`src/rtl/audio_pkg.sv`:
```
// Shared types for the serial audio receive path: default word width,
// sample type and the receiver FSM encoding.
package audio_pkg;

  localparam int AUDIO_SAMPLE_BITS = 16;

  typedef logic [AUDIO_SAMPLE_BITS-1:0] sample_t;

  typedef enum logic [1:0] {
    SYNC  = 2'd0,
    LEFT  = 2'd1,
    RIGHT = 2'd2
  } rx_state_t;

  // Channel that a word-select level selects: 0 = left, 1 = right.
  function automatic rx_state_t chan_state(input logic ws);
    return ws ? RIGHT : LEFT;
  endfunction

endpackage

```
`src/rtl/dac_serial_rx_sync_edge.sv`:
```
// Multi-flop synchroniser for an asynchronous line with rise/fall strobes
// on the synchronised level.
module sync_edge #(
  parameter int STAGES = 2
) (
  input  logic clk,
  input  logic d,
  output logic level,
  output logic rise,
  output logic fall
);

  logic [STAGES-1:0] chain;
  logic              prev;

  // No reset: prev always tracks the synced level, so reset never
  // manufactures an edge from a line that is already high.
  always_ff @(posedge clk) begin
    chain <= {chain[STAGES-2:0], d};
    prev  <= chain[STAGES-1];
  end

  assign level = chain[STAGES-1];
  assign rise  = level & ~prev;
  assign fall  = ~level & prev;

endmodule

```
`src/rtl/dac_serial_rx.sv`:
```
// Receive end of the serial DAC link: oversamples bck/ws/data, deserialises
// MSB-first words and presents left/right pairs on a valid/ready handshake.
module dac_serial_rx
  import audio_pkg::*;
#(
  parameter int SAMPLE_BITS = AUDIO_SAMPLE_BITS,
  parameter bit I2S_DELAY   = 1'b1,
  parameter int SYNC_STAGES = 2
) (
  input  logic                   tg42,
  input  logic                   reset,
  input  logic                   dac_bck,
  input  logic                   dac_ws,
  input  logic                   dac_data,
  output logic [SAMPLE_BITS-1:0] out_left,
  output logic [SAMPLE_BITS-1:0] out_right,
  output logic                   out_valid,
  input  logic                   out_ready,
  output logic                   overrun,
  output logic                   short_word,
  input  logic                   clr_flags,
  output rx_state_t              state
);

  // Handshake: a pair transfers on any cycle with out_valid && out_ready;
  // out_valid holds with stable data until then, except that a newer pair
  // overwrites an unaccepted one (flagged by overrun).

  localparam int CW = $clog2(SAMPLE_BITS + 1);
  localparam logic [CW-1:0] FULL = CW'(SAMPLE_BITS);

  logic bck_s, bck_rise, bck_fall;
  logic ws_s, ws_rise, ws_fall;
  logic [SYNC_STAGES-1:0] data_chain;
  logic data_s;
  logic unused_sync;

  sync_edge #(.STAGES(SYNC_STAGES)) u_bck_sync (
    .clk   (tg42),
    .d     (dac_bck),
    .level (bck_s),
    .rise  (bck_rise),
    .fall  (bck_fall)
  );

  sync_edge #(.STAGES(SYNC_STAGES)) u_ws_sync (
    .clk   (tg42),
    .d     (dac_ws),
    .level (ws_s),
    .rise  (ws_rise),
    .fall  (ws_fall)
  );

  // Same depth as the bck/ws chains so all three lines stay time-aligned.
  always_ff @(posedge tg42) begin
    data_chain <= {data_chain[SYNC_STAGES-2:0], dac_data};
  end

  assign data_s      = data_chain[SYNC_STAGES-1];
  assign unused_sync = ^{bck_s, bck_fall, ws_rise, ws_fall};

  logic                   ws_d1, ws_d2;
  logic [1:0]             seen;
  logic                   eff_ws, eff_prev, eff_ok, eff_change;
  rx_state_t              state_next;
  logic                   word_end;
  logic [SAMPLE_BITS-1:0] shreg;
  logic [CW-1:0]          bitcnt;
  logic [CW-1:0]          shamt;
  logic                   is_short;
  logic [SAMPLE_BITS-1:0] word_aligned;
  logic [SAMPLE_BITS-1:0] hold_left;
  logic                   have_left;
  logic                   left_done, pair_done;

  // Effective word select: under I2S the channel switch lags the ws edge
  // by one bck, because that first bit is the previous word's LSB.
  always_comb begin
    eff_ws   = ws_s;
    eff_prev = ws_d1;
    eff_ok   = (seen != 2'd0);
    if (I2S_DELAY) begin
      eff_ws   = ws_d1;
      eff_prev = ws_d2;
      eff_ok   = seen[1];
    end
  end

  assign eff_change = bck_rise && eff_ok && (eff_ws != eff_prev);

  always_ff @(posedge tg42) begin
    if (reset) state <= SYNC;
    else       state <= state_next;
  end

  always_comb begin
    state_next = state;
    word_end   = 1'b0;
    case (state)
      SYNC: begin
        if (eff_change) state_next = chan_state(eff_ws);
      end
      LEFT, RIGHT: begin
        if (eff_change) begin
          word_end   = 1'b1;
          state_next = chan_state(eff_ws);
        end
      end
      default: state_next = SYNC;
    endcase
  end

  assign is_short     = (bitcnt < FULL);
  assign shamt        = FULL - bitcnt;
  assign word_aligned = is_short ? (shreg << shamt) : shreg;
  assign left_done    = word_end && (state == LEFT);
  assign pair_done    = word_end && (state == RIGHT) && have_left;

  always_ff @(posedge tg42) begin
    if (reset) begin
      ws_d1      <= 1'b0;
      ws_d2      <= 1'b0;
      seen       <= 2'd0;
      shreg      <= '0;
      bitcnt     <= '0;
      hold_left  <= '0;
      have_left  <= 1'b0;
      out_left   <= '0;
      out_right  <= '0;
      out_valid  <= 1'b0;
      overrun    <= 1'b0;
      short_word <= 1'b0;
    end else begin
      if (bck_rise) begin
        ws_d1 <= ws_s;
        ws_d2 <= ws_d1;
        if (seen != 2'd3) seen <= seen + 2'd1;
        // The bit on the effective change is the MSB of the new word.
        if (eff_change) begin
          shreg  <= {{(SAMPLE_BITS-1){1'b0}}, data_s};
          bitcnt <= CW'(1);
        end else if ((state != SYNC) && is_short) begin
          shreg  <= {shreg[SAMPLE_BITS-2:0], data_s};
          bitcnt <= bitcnt + CW'(1);
        end
      end

      if (left_done) begin
        hold_left <= word_aligned;
        have_left <= 1'b1;
      end

      if (pair_done) begin
        out_left  <= hold_left;
        out_right <= word_aligned;
        have_left <= 1'b0;
        out_valid <= 1'b1;
      end else if (out_valid && out_ready) begin
        out_valid <= 1'b0;
      end

      if (pair_done && out_valid && !out_ready) overrun <= 1'b1;
      else if (clr_flags)                       overrun <= 1'b0;

      if (word_end && is_short) short_word <= 1'b1;
      else if (clr_flags)       short_word <= 1'b0;
    end
  end

endmodule

```
`config.mk`:
```
export PLATFORM = sky130hd
export DESIGN_NAME = dac_serial_rx
export DESIGN_NICKNAME = d
export VERILOG_FILES = /design/src/rtl/audio_pkg.sv /design/src/rtl/dac_serial_rx_sync_edge.sv /design/src/rtl/dac_serial_rx.sv
export SDC_FILE = /design/constraint.sdc
export NUM_CORES = 1
export LEC_CHECK = 0
export BUFFER_PORTS_ARGS = -buffer_cell sky130_fd_sc_hd__buf_2
export CORE_UTILIZATION = 45
export CTS_CLUSTER_DIAMETER = 40
export DETAILED_ROUTE_END_ITERATION = 16
export SLEW_MARGIN = 20
export SYNTH_ARGS = -nofsm -noshare
export SYNTH_HDL_FRONTEND = slang
export SYNTH_SLANG_ARGS = --single-unit
export TNS_END_PERCENT = 100
```
`constraint.sdc`:
```
create_clock -name tg42 -period 5.54 [get_ports tg42]
set_input_delay 0 -clock tg42 [delete_from_list [all_inputs] [get_ports tg42]]
set_output_delay 0 -clock tg42 [all_outputs]
set_load 0.05 [all_outputs]
```
==> results of run 1 <==
## worst max-delay path by stage
stage               cells after the start      start            end  slack [ns]
detailed placement                      8  bitcnt[0]  hold_left[13]        2.33
global placement                        8  bitcnt[0]  out_right[12]        2.39
CTS                                     8  bitcnt[0]  hold_left[11]        2.30
finish                                  8  bitcnt[0]  hold_left[11]        2.30
global route                            8  bitcnt[0]  hold_left[11]        2.05
floorplan                              11  bitcnt[0]  hold_left[15]        2.90
## routing by layer
metal / up-vias / share of wire / GRT usage / routed length, um
li1: 1689 / - / - / -
met1: 1621 / 0.51 / 0.330 / 5000
met2: 84 / 0.43 / 0.319 / 4300
met3: 12 / 0.046 / 0.0371 / 458
met4: 0 / 0.013 / 0.0870 / 125
met5: - / 0 / 0 / 0
## synthesized netlist by cell type (all sizes together) (10+ instances only)
master  number
dfxtp       86
nor3        17
a22oi       18
a21oi       36
mux2i       13
o21ai       24
a211oi      12
a31oi       10
clkbuf      18
nand2       44
nor2        55
buf         13
## critical path: cells and delay by family, from the launching register on
| kind | cells | cell delay (ns) |
|---|---|---|
| adder cells (fa/ha/maj) | 1 | 0.96 |
| AO/OA/AOI/OAI | 3 | 0.84 |
| buffers and inverters | 2 | 0.60 |
| multiplexers | 1 | 0.36 |
| flip-flops | 1 | 0.32 |
| AND/OR/NAND/NOR | 1 | 0.07 |
## per-stage QoR
stage / power (W) / instance area, um^2 / instances / setup slack (ns) / utilization
floorplan: 0.000661 / 4000 / 445 / 2.90 / -
global placement: 0.000668 / 4240 / 569 / 2.39 / 0.488
detailed placement: 0.000669 / 4240 / 569 / 2.33 / 0.488
CTS: 0.00114 / 4500 / 590 / 2.30 / 0.519
global route: 0.00118 / 4500 / 590 / 2.05 / 0.519
finish: 0.00114 / 4500 / 590 / 2.30 / 0.519
## area by class of cell
type,instances,area [um^2]
clock inverter,7,90.1
sequential,86,1720
multi-input combinational,320,2110
inverter,8,30.0
timing repair buffer,52,295
tap,108,135
fill,853,4180
clock buffer,9,124
## what timing repair did
action | 4_1_cts | 5_1_grt
resized for setup | 0 | 0
hold endpoints to repair | 6 | 0
hold buffers | 5 | 0
## cell usage in the layout (no fill, tap or decap), drive strengths merged, types with 10 or more instances in the layout
| cell type | Yosys | layout |
|---|---|---|
| dfxtp | 86 | 86 |
| nor2 | 55 | 55 |
| buf | 13 | 47 |
| nand2 | 44 | 44 |
| a21oi | 36 | 36 |
| o21ai | 24 | 24 |
| a22oi | 18 | 18 |
| nor3 | 17 | 17 |
| mux2i | 13 | 13 |
| a211oi | 12 | 12 |
| inv | 7 | 11 |
| a31oi | 10 | 10 |
## report_power, final
part	switching, W	internal, W	leakage [nW]
sequential	0.00000311	0.000622	0.695
clock	0.000257	0.000221	0.103
combinational	0.0000205	0.0000113	0.830
## registers in the layout, indices dropped and copies added (netlist names), 2 cells and up
signal,flops
shreg,16
state,2
seen,2
out_left,16
data_chain,2
u_bck_sync.chain,2
hold_left,16
out_right,16
u_ws_sync.chain,2
bitcnt,5
## cells by family (layout without fill, tap and decap cells)
group,after synthesis,after routing,share of synthesized area
compound gates,132,132,0.227
xor+xnor,7,7,0.0153
fa+ha+maj,8,8,0.0250
buf+inv,39,76,0.0453
flops,86,86,0.430
mux,23,23,0.0859
simple gates,150,150,0.171
==> impl_metrics.csv, run 1 <==
group,metric,value,unit
timing,tightest_slew,1.06,ns
timing,fin_crit,3.24,ns
route,vias_per_cell,5.77,
worst_setup_path,crit_type,"flop to flop",
grt,grt_pass1_wl,15600,um
synthesis,ys.warnings.count,0,
synthesis,synth.area.top_cells,"dfxtp_1, mux4_2, nor2_1",
clock_tree,cts_buffer_depth,2,
synthesis,synth_ff_type,"dfxtp_1",
worst_setup_path,cp_max_fo,25,
clock_tree,worstSkewPairLatency,0.37,ns
synthesis,yosysTopAreaCellShare,0.430,
route,postRouteAntennaNets,0,
hold_path,min_to,"shreg[9]",
clock_tree,clk_pin_slew,0.09,ns
synthesis,ys_types,63,
timing,rsz0062_at_grt,"no",
worst_setup_path,cp.arrival,3.52,ns
timing,fin_setup_tns,0,ns
clock_tree,htreeDepth,3,
timing,relSlewSlack,0.294,
timing,finalCritPeriodShare,0.585,
worst_setup_path,cp_data_required_time,5.82,ns
clock_tree,cts_made_buffers,9,
route,wl_per_cell,16.7,um
placement,hpwl,6680,um
hold_path,hold_path_depth,3,
synthesis,syn-cell-area,4000,um^2
synthesis,syn_avg_cell_area,9.00,um^2
placement,gp_congestion,0.869,
worst_setup_path,crit_path_end_kind,"flop",
pwr,p_per_area,252,nW/um^2
route,first_pass_iters,4,
placement,portBuffers,43,
pwr,p_leak,1.63,nW
route,detail_route.drc_violations,0,
synthesis,async_reset_ff_frac,0,
timing,clock.fmax,0.308,GHz
pwr,ir_drop,0.000155,V
synthesis,synth_nets,460,
die,fp.dieH,96.3,um
worst_setup_path,r2r-start,"bitcnt[0]",
outcome,status,"finished clean",
clock_tree,cts_tree,"done",
layout,area_growth,12.4,%
die,initial_core_util,0.461,
worst_setup_path,rr_endpoint,"hold_left[11]",
synthesis,synth_seq_cells,86,
synthesis,seq_area_frac_synth,0.430,
hold_path,hold_class,"input pin to flop",
route,initialDrtViolationCount,176,
timing,hold_viol_final,0,
worst_setup_path,cpPeakStageDelay,0.96,ns
grt,grt_usage,0.223,
route,wirelength,9880,um
timing,holdWs,0.242,ns
route,num_vias,3406,
layout,diodes,0,
die,core_area,8680,um^2
die,die_area,9280,um^2
synthesis,synth_edf_count,0,
layout,finalNetCount,492,
clock_tree,clock-sinks,86,
timing,skew,0.0131,ns
timing,setup_viol_count_final,0,
grt,grt_max_degree,64,
synthesis,syn_inst,445,
worst_setup_path,cp_slowest_cell,"ha_1",
worst_setup_path,r2r_cells,8,
timing,finalMaxSlewViolations,0,
die,ios,44,
layout,drive_above_1_share,0.178,
grt,antenna_found_initial,0,
hold_path,hold_path.startpoint,"reset",
synthesis,synth_top_area_cell,"dfxtp_1",
worst_setup_path,path_cells,"buf_4 > clkinv_1 > ha_1 > mux4_2 > o21ai_0 > a2111oi_4 > nor2_1 > a211oi_1",
die,num_rows,34,
worst_setup_path,ff2ff_setup_slack,2.30,ns
die,die_w,96.3,um
clock_tree,cts_setup_buffers,0,
worst_setup_path,start_kind,"flop",
grt,grt-ovfl-total,0,
job,max_cap_viol_count,0,
grt,grt_pass1_vias,2882,
clock_tree,clock-root-buffer,"clkbuf_8",
Power figures use the tool's default switching activity.
==> run 2, diff against run 1 <==
- ABC_AREA: not set -> 1
- PLACE_DENSITY: not set -> 0.66
- clock period: 5.54 -> 2.8 ns (I/O delays scaled with it)
==> run 2 against run 1 <==
Compared with the run above:
- synthesized area grew 7.1%
- register-to-register slack got worse by 1.7 ns
- flip-flop and latch count did not move
- worst setup slack worse by 1.7 ns
- total power is 90% higher
- clock skew grew 0.0013 ns
- maximum frequency up 47%
- count of clock-buffer cells in the layout up 2
- clock power is 76% higher
==> impl_metrics.csv, run 2 <==
group,metric,value,unit
outcome,status,"finished clean",
layout,area_growth,10.0,%
timing,skew,0.0144,ns
placement,gp_congestion,0.887,
timing,clock.fmax,0.455,GHz
die,die_area,9920,um^2
route,first_pass_iters,5,
synthesis,synth_most_common_cell,"nand2_1",
timing,finalCritPeriodShare,0.785,
clock_tree,cts_tree,"done",
pwr,combPwrFrac,0.038,
timing,finalMaxSlewViolations,0,
timing,fin_crit,2.20,ns
timing,fin_setup_tns,0,ns
grt,grt-ovfl-total,0,
synthesis,synth_seq_cells,86,
clock_tree,cts_setup_buffers,0,
pwr,power_switching_share,0.227,
synthesis,ys_types,33,
synthesis,synth_nets,621,
die,core_area,9240,um^2
pwr,p_switching,0.000491,W
timing,setup_slack,0.601,ns
clock_tree,cts_buffer_depth,2,
pwr,ir_drop,0.000228,V
grt,grt_pass1_vias,3620,
worst_setup_path,cpPeakStageDelay,0.45,ns
synthesis,yosys-top-cells-count,"nand2_1, dfxtp_1, nand3_1",
clock_tree,clock-sinks,86,
synthesis,synth_ff_type,"dfxtp_1",
hold_path,hold_class,"input pin to flop",
layout,nFillCells,942,
timing,rsz0062_at_grt,"no",
die,die_w,99.6,um
synthesis,yosysTopAreaCellShare,0.402,
route,wl_per_cell,12.8,um
timing,tightest_slew,0.506,ns
route,num_vias,3853,
pwr,p_leak,2.15,nW
layout,drive_above_1_share,0.144,
worst_setup_path,cp_slowest_cell,"nor3_4",
hold_path,hold_path_depth,4,
worst_setup_path,path_cells,"inv_4 > ha_1 > nand2_1 > nor2_1 > ha_1 > inv_1 > nand2_4 > nor3_4 > nand4_1 > a21oi_1",
synthesis,synth_edf_count,0,
job,max_cap_viol_count,0,
clock_tree,worstSkewPairLatency,0.35,ns
die,num_rows,35,
worst_setup_path,rr_endpoint,"bitcnt[2]",
synthesis,seq_area_frac_synth,0.402,
worst_setup_path,r2r_cells,10,
worst_setup_path,crit_path_end_kind,"flop",
route,vias_per_cell,4.98,
grt,grt_max_degree,35,
clock_tree,cts_made_buffers,9,
timing,relSlewSlack,0.661,
timing,setup_viol_count_final,0,
worst_setup_path,path_delay_family,"simple AND/OR/NAND/NOR gates",
route,postRouteAntennaNets,0,
placement,place_area,4490,um^2
worst_setup_path,cp_max_fo,20,
hold_path,min_to,"out_right[2]",
timing,holdWs,0.139,ns
pwr,p_clk_frac,0.389,
clock_tree,clock-root-buffer,"clkbuf_8",
worst_setup_path,r2r-start,"bitcnt[0]",
layout,final_common_cell,"nand2_1",
pwr,pwr-share-seq,0.573,
die,ios,44,
worst_setup_path,cp.arrival,2.49,ns
synthesis,ys.warnings.count,0,
die,fp.dieH,99.6,um
route,detail_route.drc_violations,0,
worst_setup_path,cp_data_required_time,3.09,ns
worst_setup_path,start_kind,"flop",
synthesis,synth.area.top_cells,"dfxtp_1, nand2_1, nand3_1",
worst_setup_path,startpoint,"bitcnt[0]",
timing,hold_viol_final,0,
clock_tree,htreeDepth,3,
layout,final_cell_mix,"nand2_1, dfxtp_1, nand3_1, inv_1, buf_2",
placement,hpwl,7150,um
grt,antenna_found_initial,0,
synthesis,syn_avg_cell_area,7.08,um^2
synthesis,synth_top_area_cell,"dfxtp_1",
grt,grt_usage,0.216,
grt,grt_pass1_wl,17100,um
worst_setup_path,ff2ff_setup_slack,0.60,ns
worst_setup_path,path_common_cell,"ha_1",
layout,finalNetCount,655,
route,wirelength,9860,um
synthesis,syn-cell-area,4290,um^2
worst_setup_path,crit_type,"flop to flop",
hold_path,hold_path.startpoint,"reset",
placement,pre_cts_slack,0.589,ns
placement,portBuffers,43,
synthesis,async_reset_ff_frac,0,
clock_tree,clk_pin_slew,0.09,ns
pwr,p_per_area,457,nW/um^2
synthesis,syn_inst,606,
pwr,internal-power,0.00167,W
layout,diodes,0,
die,initial_core_util,0.464,
route,initialDrtViolationCount,301,
worst_setup_path,crit_buf_inv,2,
layout,fin_area,4720,um^2
-- run 2: worst min-delay path, delay by kind of cell --
family | cells | cell delay (ns)
AOI/OAI and AO/OA | 2 | 0.18
buffers and inverters | 2 | 0.27
-- run 2: layout make-up --
| cell class | instances | area, um^2 | area share |
|---|---|---|---|
| Clock buffer | 11 | 131 | 0.0279 |
| Clock inverter | 4 | 48.8 | 0.0103 |
| Inverter | 75 | 288 | 0.0610 |
| Multi-Input combinational cell | 414 | 2060 | 0.436 |
| Sequential cell | 86 | 1720 | 0.365 |
| Tap cell | 129 | 161 | 0.0342 |
| Timing Repair Buffer | 54 | 310 | 0.0658 |
-- run 2: cell families (layout without fill, tap and decap cells) --
family | count (synthesis) | in the layout | share of synthesized area
AND/OR/NAND/NOR | 311 | 311 | 0.337
buffers and inverters | 106 | 144 | 0.119
AO/OA/AOI/OAI | 93 | 93 | 0.115
flip-flops | 86 | 86 | 0.402
adder cells (fa/ha/maj) | 8 | 8 | 0.0233
XOR/XNOR | 2 | 2 | 0.00409
-- run 2: how the worst max path moves through the flow --
stage | end | slack [ns] | cells past startpoint
6_report | bitcnt[2] | 0.60 | 10
5_1_grt | bitcnt[2] | 0.39 | 10
4_1_cts | bitcnt[2] | 0.58 | 10
3_5_place_dp | bitcnt[2] | 0.59 | 10
3_3_place_gp | shreg[7] | 0.70 | 10
2_1_floorplan | hold_left[14] | 0.64 | 17
-- run 2: per-stage QoR --
stage,utilization,instances,total power [W]
floorplan,-,606,0.00133
global placement,0.486,753,0.00134
detailed placement,0.486,753,0.00134
CTS,0.510,773,0.00218
global route,0.510,773,0.00224
finish,0.510,773,0.00216
-- run 2: timing repair --
item	in CTS	in global routing
hold buffers	5	0
endpoints found under the hold margin	6	0
setup endpoints to repair	0	0
gates resized for setup	0	0
-- run 2: power by group through the flow --
stage          Sequential, W  Clock (W)  Combinational (W)
2_1_floorplan        0.00127          0          0.0000607
3_3_place_gp         0.00127          0          0.0000753
3_5_place_dp         0.00127          0          0.0000763
4_1_cts              0.00124   0.000857          0.0000819
5_1_grt              0.00124   0.000909          0.0000918
6_report             0.00124   0.000839          0.0000815
-- run 2: per-layer routing --
metal	vias up	global-route usage	part of all wire
met5	-	0	0
met4	0	0.0814	0.023
met3	20	0.0443	0.045
met2	103	0.360	0.45
met1	1725	0.275	0.48
li1	2005	-	-
